--- src/rtl/alu_pkg.sv ---
// Shared opcode and state encodings for the sequential ALU.
// Latency: n/a (constants only).
// Backpressure: n/a.
package alu_pkg;

    localparam logic [1:0] OP_ADD = 2'b00;
    localparam logic [1:0] OP_MUL = 2'b01;
    localparam logic [1:0] OP_SUB = 2'b10;
    localparam logic [1:0] OP_AND = 2'b11;

    typedef enum logic {
        S_IDLE    = 1'b0,
        S_MUL_RUN = 1'b1
    } state_t;

endpackage

--- src/rtl/seq_alu_if.sv ---
// Request/result bundle between the operand registers and the sequential ALU.
// Latency: n/a (wires only).
// Backpressure: requester must hold off while busy; start is ignored then.
interface seq_alu_if #(
    parameter int W = 8
);
    logic           start;
    logic [W-1:0]   opA;
    logic [W-1:0]   opB;
    logic [1:0]     opcode;
    logic           busy;
    logic           done;
    logic [2*W-1:0] res;

    modport master (
        output start, opA, opB, opcode,
        input  busy, done, res
    );

    modport slave (
        input  start, opA, opB, opcode,
        output busy, done, res
    );
endinterface

--- src/rtl/mul_shift_add.sv ---
// Unsigned W x W shift-add multiplier datapath: one partial product per step.
// Latency: W steps after load; product is the accumulator value after the current step.
// Backpressure: none; the controller decides when to load and step.
module mul_shift_add #(
    parameter int W = 8
) (
    input  logic           clk,
    input  logic           rst,
    input  logic           load,
    input  logic           step,
    input  logic [W-1:0]   a,
    input  logic [W-1:0]   b,
    output logic [2*W-1:0] product,
    output logic           last
);

    localparam logic [W-1:0] LAST_STEP = (W)'(W - 1);
    localparam logic [W-1:0] CNT_ONE   = (W)'(1);

    logic [2*W-1:0] mcand_q, mcand_d;
    logic [W-1:0]   mplier_q, mplier_d;
    logic [2*W-1:0] acc_q, acc_d;
    logic [W-1:0]   cnt_q, cnt_d;
    logic [2*W-1:0] acc_step;

    // Next-state for the shift-add datapath; the accumulator only grows on step.
    always_comb begin
        acc_step = mplier_q[0] ? (acc_q + mcand_q) : acc_q;
        mcand_d  = mcand_q;
        mplier_d = mplier_q;
        acc_d    = acc_q;
        cnt_d    = cnt_q;
        if (load) begin
            mcand_d  = {{W{1'b0}}, a};
            mplier_d = b;
            acc_d    = '0;
            cnt_d    = '0;
        end else if (step) begin
            mcand_d  = mcand_q << 1;
            mplier_d = mplier_q >> 1;
            acc_d    = acc_step;
            cnt_d    = cnt_q + CNT_ONE;
        end
    end

    // The finished product is taken from the step result so the controller
    // can capture it on the same edge as the final step.
    assign product = acc_step;
    assign last    = step && (cnt_q == LAST_STEP);

    // Datapath registers with synchronous clear.
    always_ff @(posedge clk) begin
        if (rst) begin
            mcand_q  <= '0;
            mplier_q <= '0;
            acc_q    <= '0;
            cnt_q    <= '0;
        end else begin
            mcand_q  <= mcand_d;
            mplier_q <= mplier_d;
            acc_q    <= acc_d;
            cnt_q    <= cnt_d;
        end
    end

endmodule

--- src/rtl/seq_alu.sv ---
// Sequential ALU: ADD/SUB/AND in one cycle, MUL via a W-step shift-add unit.
// Latency: 1 cycle for ADD/SUB/AND, W cycles for MUL; done pulses with each new res.
// Backpressure: busy=1 during MUL; start and operands are ignored until it drops.
module seq_alu
    import alu_pkg::*;
#(
    parameter int W = 8
) (
    input  logic    clk,
    input  logic    rst,
    seq_alu_if.slave bus
);

    state_t         state_q, state_d;
    logic           busy_q, busy_d;
    logic           done_q, done_d;
    logic [2*W-1:0] res_q, res_d;

    logic           mul_load;
    logic           mul_step;
    logic           mul_last;
    logic [2*W-1:0] mul_product;
    logic [2*W-1:0] a_ext;
    logic [2*W-1:0] b_ext;

    assign a_ext = {{W{1'b0}}, bus.opA};
    assign b_ext = {{W{1'b0}}, bus.opB};

    mul_shift_add #(.W(W)) u_mul (
        .clk     (clk),
        .rst     (rst),
        .load    (mul_load),
        .step    (mul_step),
        .a       (bus.opA),
        .b       (bus.opB),
        .product (mul_product),
        .last    (mul_last)
    );

    // Control: accept only in IDLE, finish single-cycle ops immediately,
    // and step the multiplier until its final step.
    always_comb begin
        state_d  = state_q;
        busy_d   = busy_q;
        done_d   = 1'b0;
        res_d    = res_q;
        mul_load = 1'b0;
        mul_step = 1'b0;
        case (state_q)
            S_IDLE: begin
                if (bus.start) begin
                    case (bus.opcode)
                        OP_ADD: begin
                            res_d  = a_ext + b_ext;
                            done_d = 1'b1;
                        end
                        OP_SUB: begin
                            // 2W-bit wraparound yields the sign-extended difference.
                            res_d  = a_ext - b_ext;
                            done_d = 1'b1;
                        end
                        OP_AND: begin
                            res_d  = a_ext & b_ext;
                            done_d = 1'b1;
                        end
                        OP_MUL: begin
                            mul_load = 1'b1;
                            busy_d   = 1'b1;
                            state_d  = S_MUL_RUN;
                        end
                        default: ;
                    endcase
                end
            end
            S_MUL_RUN: begin
                mul_step = 1'b1;
                if (mul_last) begin
                    res_d   = mul_product;
                    done_d  = 1'b1;
                    busy_d  = 1'b0;
                    state_d = S_IDLE;
                end
            end
            default: begin
                state_d = S_IDLE;
                busy_d  = 1'b0;
            end
        endcase
    end

    // FSM and registered outputs; reset wins over any request on the same edge.
    always_ff @(posedge clk) begin
        if (rst) begin
            state_q <= S_IDLE;
            busy_q  <= 1'b0;
            done_q  <= 1'b0;
            res_q   <= '0;
        end else begin
            state_q <= state_d;
            busy_q  <= busy_d;
            done_q  <= done_d;
            res_q   <= res_d;
        end
    end

    assign bus.busy = busy_q;
    assign bus.done = done_q;
    assign bus.res  = res_q;

endmodule

--- src/flat_wrapper.sv ---
// flat-port wrapper written by rule: the top's interface ports become plain ports
module seq_alu_flat import alu_pkg::*;
#(
    parameter int W = 8
)
  (clk, rst, bus_start, bus_opA, bus_opB, bus_opcode, bus_busy, bus_done, bus_res);
  seq_alu_if #(.W(W)) bus_i ();
  input  logic clk;
  input  logic rst;
  input wire logic [$bits(bus_i.start)-1:0] bus_start;
  input wire logic [$bits(bus_i.opA)-1:0] bus_opA;
  input wire logic [$bits(bus_i.opB)-1:0] bus_opB;
  input wire logic [$bits(bus_i.opcode)-1:0] bus_opcode;
  output wire logic [$bits(bus_i.busy)-1:0] bus_busy;
  output wire logic [$bits(bus_i.done)-1:0] bus_done;
  output wire logic [$bits(bus_i.res)-1:0] bus_res;
  assign bus_i.start = bus_start;
  assign bus_i.opA = bus_opA;
  assign bus_i.opB = bus_opB;
  assign bus_i.opcode = bus_opcode;
  assign bus_busy = bus_i.busy;
  assign bus_done = bus_i.done;
  assign bus_res = bus_i.res;
  seq_alu #(.W(W)) u_core (.clk(clk), .rst(rst), .bus(bus_i));
endmodule
--- config.mk ---
export PLATFORM = sky130hd
export DESIGN_NAME = seq_alu_flat
export DESIGN_NICKNAME = d
export VERILOG_FILES = /design/src/rtl/alu_pkg.sv /design/src/rtl/seq_alu_if.sv /design/src/rtl/mul_shift_add.sv /design/src/rtl/seq_alu.sv /design/src/flat_wrapper.sv
export SDC_FILE = /design/constraint.sdc
export NUM_CORES = 1
export LEC_CHECK = 0
export ABC_AREA = 1
export CAP_MARGIN = 30
export CORE_MARGIN = 8
export CORE_UTILIZATION = 45
export CTS_BUF_LIST = sky130_fd_sc_hd__clkbuf_4 sky130_fd_sc_hd__clkbuf_8
export DETAILED_ROUTE_END_ITERATION = 8
export SLEW_MARGIN = 20
export SYNTH_ARGS = -nofsm -noshare
export SYNTH_HDL_FRONTEND = slang
export SYNTH_HIERARCHICAL = 1
export SYNTH_SLANG_ARGS = --single-unit
--- constraint.sdc ---
create_clock -name clk -period 4.65 [get_ports clk]
set_clock_uncertainty 0.2 [all_clocks]
set_input_delay 1.1625 -clock clk [delete_from_list [all_inputs] [get_ports clk]]
set_output_delay 1.1625 -clock clk [all_outputs]
set_load 0.03 [all_outputs]
==> flow_summary_export.csv <==
group,metric,value,unit
run_status,status,"finished clean",
synthesis,synth-compound-area-share,17.17,%
sta,rsz0062_at_grt,"false",
synthesis,number_of_synthesized_register_bits,67,
detailed_routing,detail_route.vias_per_cell,5.078,
clocking,postCtsHoldBufs,0,
hold_path,min_from,"u_core/u_mul/mplier_q[2]",
synthesis,multiplexer_area_fraction_after_synthesis,0,%
detailed_routing,remaining_drc_errors,0,
detailed_routing,dr.first_iter.drc_count,282,
final_layout,net_count_of_the_finished_layout,821,
sta,fin_crit,3.334,ns
synthesis,syn_nets,794,
synthesis,synth.top_cell.area_share,27.68,%
sta,layout_setup_ws,1.316,ns
critical_path,timing_worst_setup_path_type,"in -> reg",
critical_path,arrival,3.34,ns
clocking,clkSlewWorstSetupHoldPaths,0.08,ns
pwr,p_leak,0.002652,uW
die,std_cell_rows,38,
global_routing,grt_pass1_wl,20940,um
final_layout,multiInputGateArea,0.002884,sq mm
pwr,power.density,265.7,mW/mm^2
critical_path,cp_data_required_time,4.66,ns
clocking,cts_buffers,9,
synthesis,synthDistinctLibCells,40,
run,max_cap_viol_count,0,
pwr,ir_worst_vdd,259.6,uV
sta,timing_hold_violations_final,0,
placed_design,final_hpwl_dp,9902,um
critical_path,crit-reg2reg-launch,"u_core/state_q",
synthesis,yosysTopAreaCell,"sky130_fd_sc_hd__dfxtp_1",
clocking,post_cts_resize_count,0,
global_routing,via_count_of_the_first_global_routing_pass,4213,
final_layout,area_growth_from_synthesis_to_layout,12.19,%
placed_design,port_buffers,38,
detailed_routing,vias,4601,
synthesis,dominant_combinational_cell_family_by_area_after_synthesis,"simple AND/OR/NAND/NOR gates",
hold_path,worst_hold_check_path_type,"reg -> reg",
clocking,clk_lat_worst_skew,0.34,ns
placed_design,post-place-ws,1.013,ns
die,die_w,119.8,um
sta,maxSlewHeadroom,61.15,%
critical_path,timing.reg2reg.setup_slack,1.97,ns
synthesis,syn_area,0.004846,sq mm
critical_path,setup.worst_path.start_class,"primary input",
critical_path,timing.rr.end,"u_core/u_mul/mcand_q[2]",
sta,final.setup.tns,0,ns
die,initial_core_util,45.50,%
global_routing,total_track_usage,17.89,%
synthesis,synth_adder_area_share,10.53,%
clocking,ctsHtreeMaxLevel,3,
detailed_routing,iteration_count_of_the_initial_detailed_routing_pass,5,
synthesis,post_synth_and_or_nand_nor_area_fraction,31.27,%
clocking,max-clock-path-buffers,2,
synthesis,ys_warn_count,6,
synthesis,synthesized_netlist_cell_count,734,
global_routing,globalRouteOverflowTotal,0,
synthesis,yosys.area_share.xor_xnor,0.5422,%
placed_design,final_replace_weighted_congestion,0.8257,
die,io_pins,39,
global_routing,antenna_violations_before_repair,0,
clocking,buffers_inserted_by_post_cts_timing_repair,0,
hold_path,worst_hold_path.num_cells,2,
sta,worst-slew-pin-transition,0.5828,ns
critical_path,setup.worst_path.end_class,"flip-flop",
synthesis,netlist_top_cells_area,"sky130_fd_sc_hd__dfxtp_1 (28%), sky130_fd_sc_hd__nand2_1 (14%), sky130_fd_sc_hd__ha_1 (9.3%), sky130_fd_sc_hd__inv_1 (8.4%), sky130_fd_sc_hd__a21oi_1 (7.2%)",
final_layout,area_taken_by_flip_flops_and_latches,0.001343,sq mm
critical_path,r2r_cells,6,
detailed_routing,drt-wirelength-per-cell,14.38,um
clocking,clock_tree_from_tritoncts,"built",
die,die_height,119.8,um
clocking,clock-sinks,67,
die,fp.dieArea,0.01434,sq mm
critical_path,crit_fanout,19,
global_routing,grt_max_degree,55,
detailed_routing,wirelength,13030,um
die,area_of_the_core,0.01065,sq mm
sta,final.period_utilization,71.69,%
detailed_routing,antenna_left,0,
synthesis,postSynthAreaPerCell,6.602,sq um
clocking,cts-root-buf,"sky130_fd_sc_hd__clkbuf_8",
sta,finish_stage_setup_viols,0,
sta,report.final.slew_viol_count,0,
final_layout,fraction_of_layout_instances_using_a_drive_strength_above_1,8.094,%
sta,max_freq,0.3000,GHz
final_layout,n_fill_cell,1132,
hold_path,min_delay_worst_endpoint,"u_core/u_mul/mplier_q[2]",
synthesis,synth_sequential_area_ratio,27.68,%
final_layout,insertedDiodeCount,0,
==> cell families (layout without fill, tap and decap cells) <==
kind of cell               after synthesis  after routing
DFF                                     67             67
buffers and inverters                  143            175
adders and majority gates               39             39
xor gates and xnor gates                 3              3
AOI/OAI and AO/OA                      146            146
and+or+nand+nor                        336            336
==> placed cells by master (no fill, tap or decap), types with 5 or more instances in the layout <==
cell                              count
sky130_fd_sc_hd__a21oi_1             70
sky130_fd_sc_hd__a31oi_1              6
sky130_fd_sc_hd__clkbuf_8             9
sky130_fd_sc_hd__clkdlybuf4s50_1     38
sky130_fd_sc_hd__dfxtp_1             66
sky130_fd_sc_hd__ha_1                36
sky130_fd_sc_hd__inv_1              108
sky130_fd_sc_hd__inv_2                7
sky130_fd_sc_hd__nand2_1            177
sky130_fd_sc_hd__nand2_2             10
sky130_fd_sc_hd__nand3_1             45
sky130_fd_sc_hd__nand3_2              8
sky130_fd_sc_hd__nand3b_1             5
sky130_fd_sc_hd__nand4_1              5
sky130_fd_sc_hd__nor2_1              56
sky130_fd_sc_hd__nor3_1              14
sky130_fd_sc_hd__o21ai_0             43
sky130_fd_sc_hd__o221ai_1             8
sky130_fd_sc_hd__or2_1                5
==> worst max-delay path, stage by stage <==
cell and delay, ns:
sky130_fd_sc_hd__clkdlybuf4s50_1 0.52, sky130_fd_sc_hd__ha_1 0.17, sky130_fd_sc_hd__nand2_1 0.06, sky130_fd_sc_hd__nor2_1 0.39, sky130_fd_sc_hd__clkinv_1 0.56, sky130_fd_sc_hd__o21ai_0 0.39, sky130_fd_sc_hd__a211oi_1 0.08
==> how the worst max path moves through the flow <==
| stage | from | endpoint | slack, ns | cells past startpoint |
|---|---|---|---|---|
| 2_1_floorplan | bus_opA[0] | u_core/bus.res[8] | 1.83 | 15 |
| 3_3_place_gp | bus_opcode[0] | u_core/u_mul/mcand_q[2] | 1.10 | 7 |
| 3_5_place_dp | bus_opcode[0] | u_core/u_mul/mplier_q[4] | 1.01 | 7 |
| 4_1_cts | bus_opcode[0] | u_core/u_mul/mplier_q[4] | 1.39 | 7 |
| 5_1_grt | bus_opcode[0] | u_core/u_mul/mcand_q[2] | 1.16 | 7 |
| 6_report | bus_opcode[0] | u_core/u_mul/mplier_q[4] | 1.32 | 7 |
==> sequential cells by signal, summed over array words and instances, names as in the netlist <==
signal / count
u_core/bus.busy: 1
u_core/u_mul/cnt_q: 8
u_core/bus.res: 16
u_core/u_mul/mcand_q: 16
u_core/state_q: 1
u_core/bus.done: 1
u_core/u_mul/mplier_q: 8
u_core/u_mul/acc_q: 16
==> metrics by stage <==
stage | instance area [sq um] | hold WS [ns] | power, uW | utilization (%) | cells
after floorplan | 4846 | 0.2353 | 904.6 | - | 734
after global placement | 5244 | 0.2534 | 1013 | 49.24 | 889
after detailed placement | 5244 | 0.2698 | 1018 | 49.24 | 889
after CTS | 5421 | 0.2823 | 1463 | 50.90 | 905
after global routing | 5436 | 0.3109 | 1532 | 51.05 | 906
final | 5436 | 0.2773 | 1445 | 51.05 | 906
==> cell type report <==
| class | instances | area share (%) |
|---|---|---|
| multi-input combinational | 524 | 53.05 |
| timing repair buffer | 42 | 7.687 |
| inverter | 117 | 8.078 |
| tap | 140 | 3.222 |
| sequential | 67 | 24.70 |
| clock buffer | 9 | 2.278 |
| clock inverter | 7 | 0.9896 |
==> synthesized netlist by cell type, drive strengths merged <==
cell / number
nand3b: 6
clkbuf: 13
a211oi: 4
a31oi: 6
xor2: 2
dfxtp: 67
ha: 36
nor3: 16
a21oi: 73
nand3: 53
o22ai: 3
o21ai: 45
inv: 115
and2: 3
or2: 6
nand2: 189
nor2: 58
xnor2: 1
nand4: 5
buf: 13
o221ai: 8
clkinv: 2
fa: 3
o211ai: 7
==> per-layer routing <==
| layer | GRT usage, % | wire (um) |
|---|---|---|
| met1 | 21.91 | 6007 |
| met2 | 31.58 | 6422 |
| met3 | 3.053 | 432 |
| met4 | 4.840 | 167 |
| met5 | 0 | 0 |
==> power breakdown <==
| part | leakage [uW] | switching, uW | total [uW] | internal (uW) |
|---|---|---|---|---|
| Combinational | 0.00202 | 238 | 375 | 137 |
| Clock | 0.0000818 | 241 | 437 | 196 |
| Sequential | 0.000548 | 23.9 | 633 | 609 |
(Power assumes the default switching activity.)
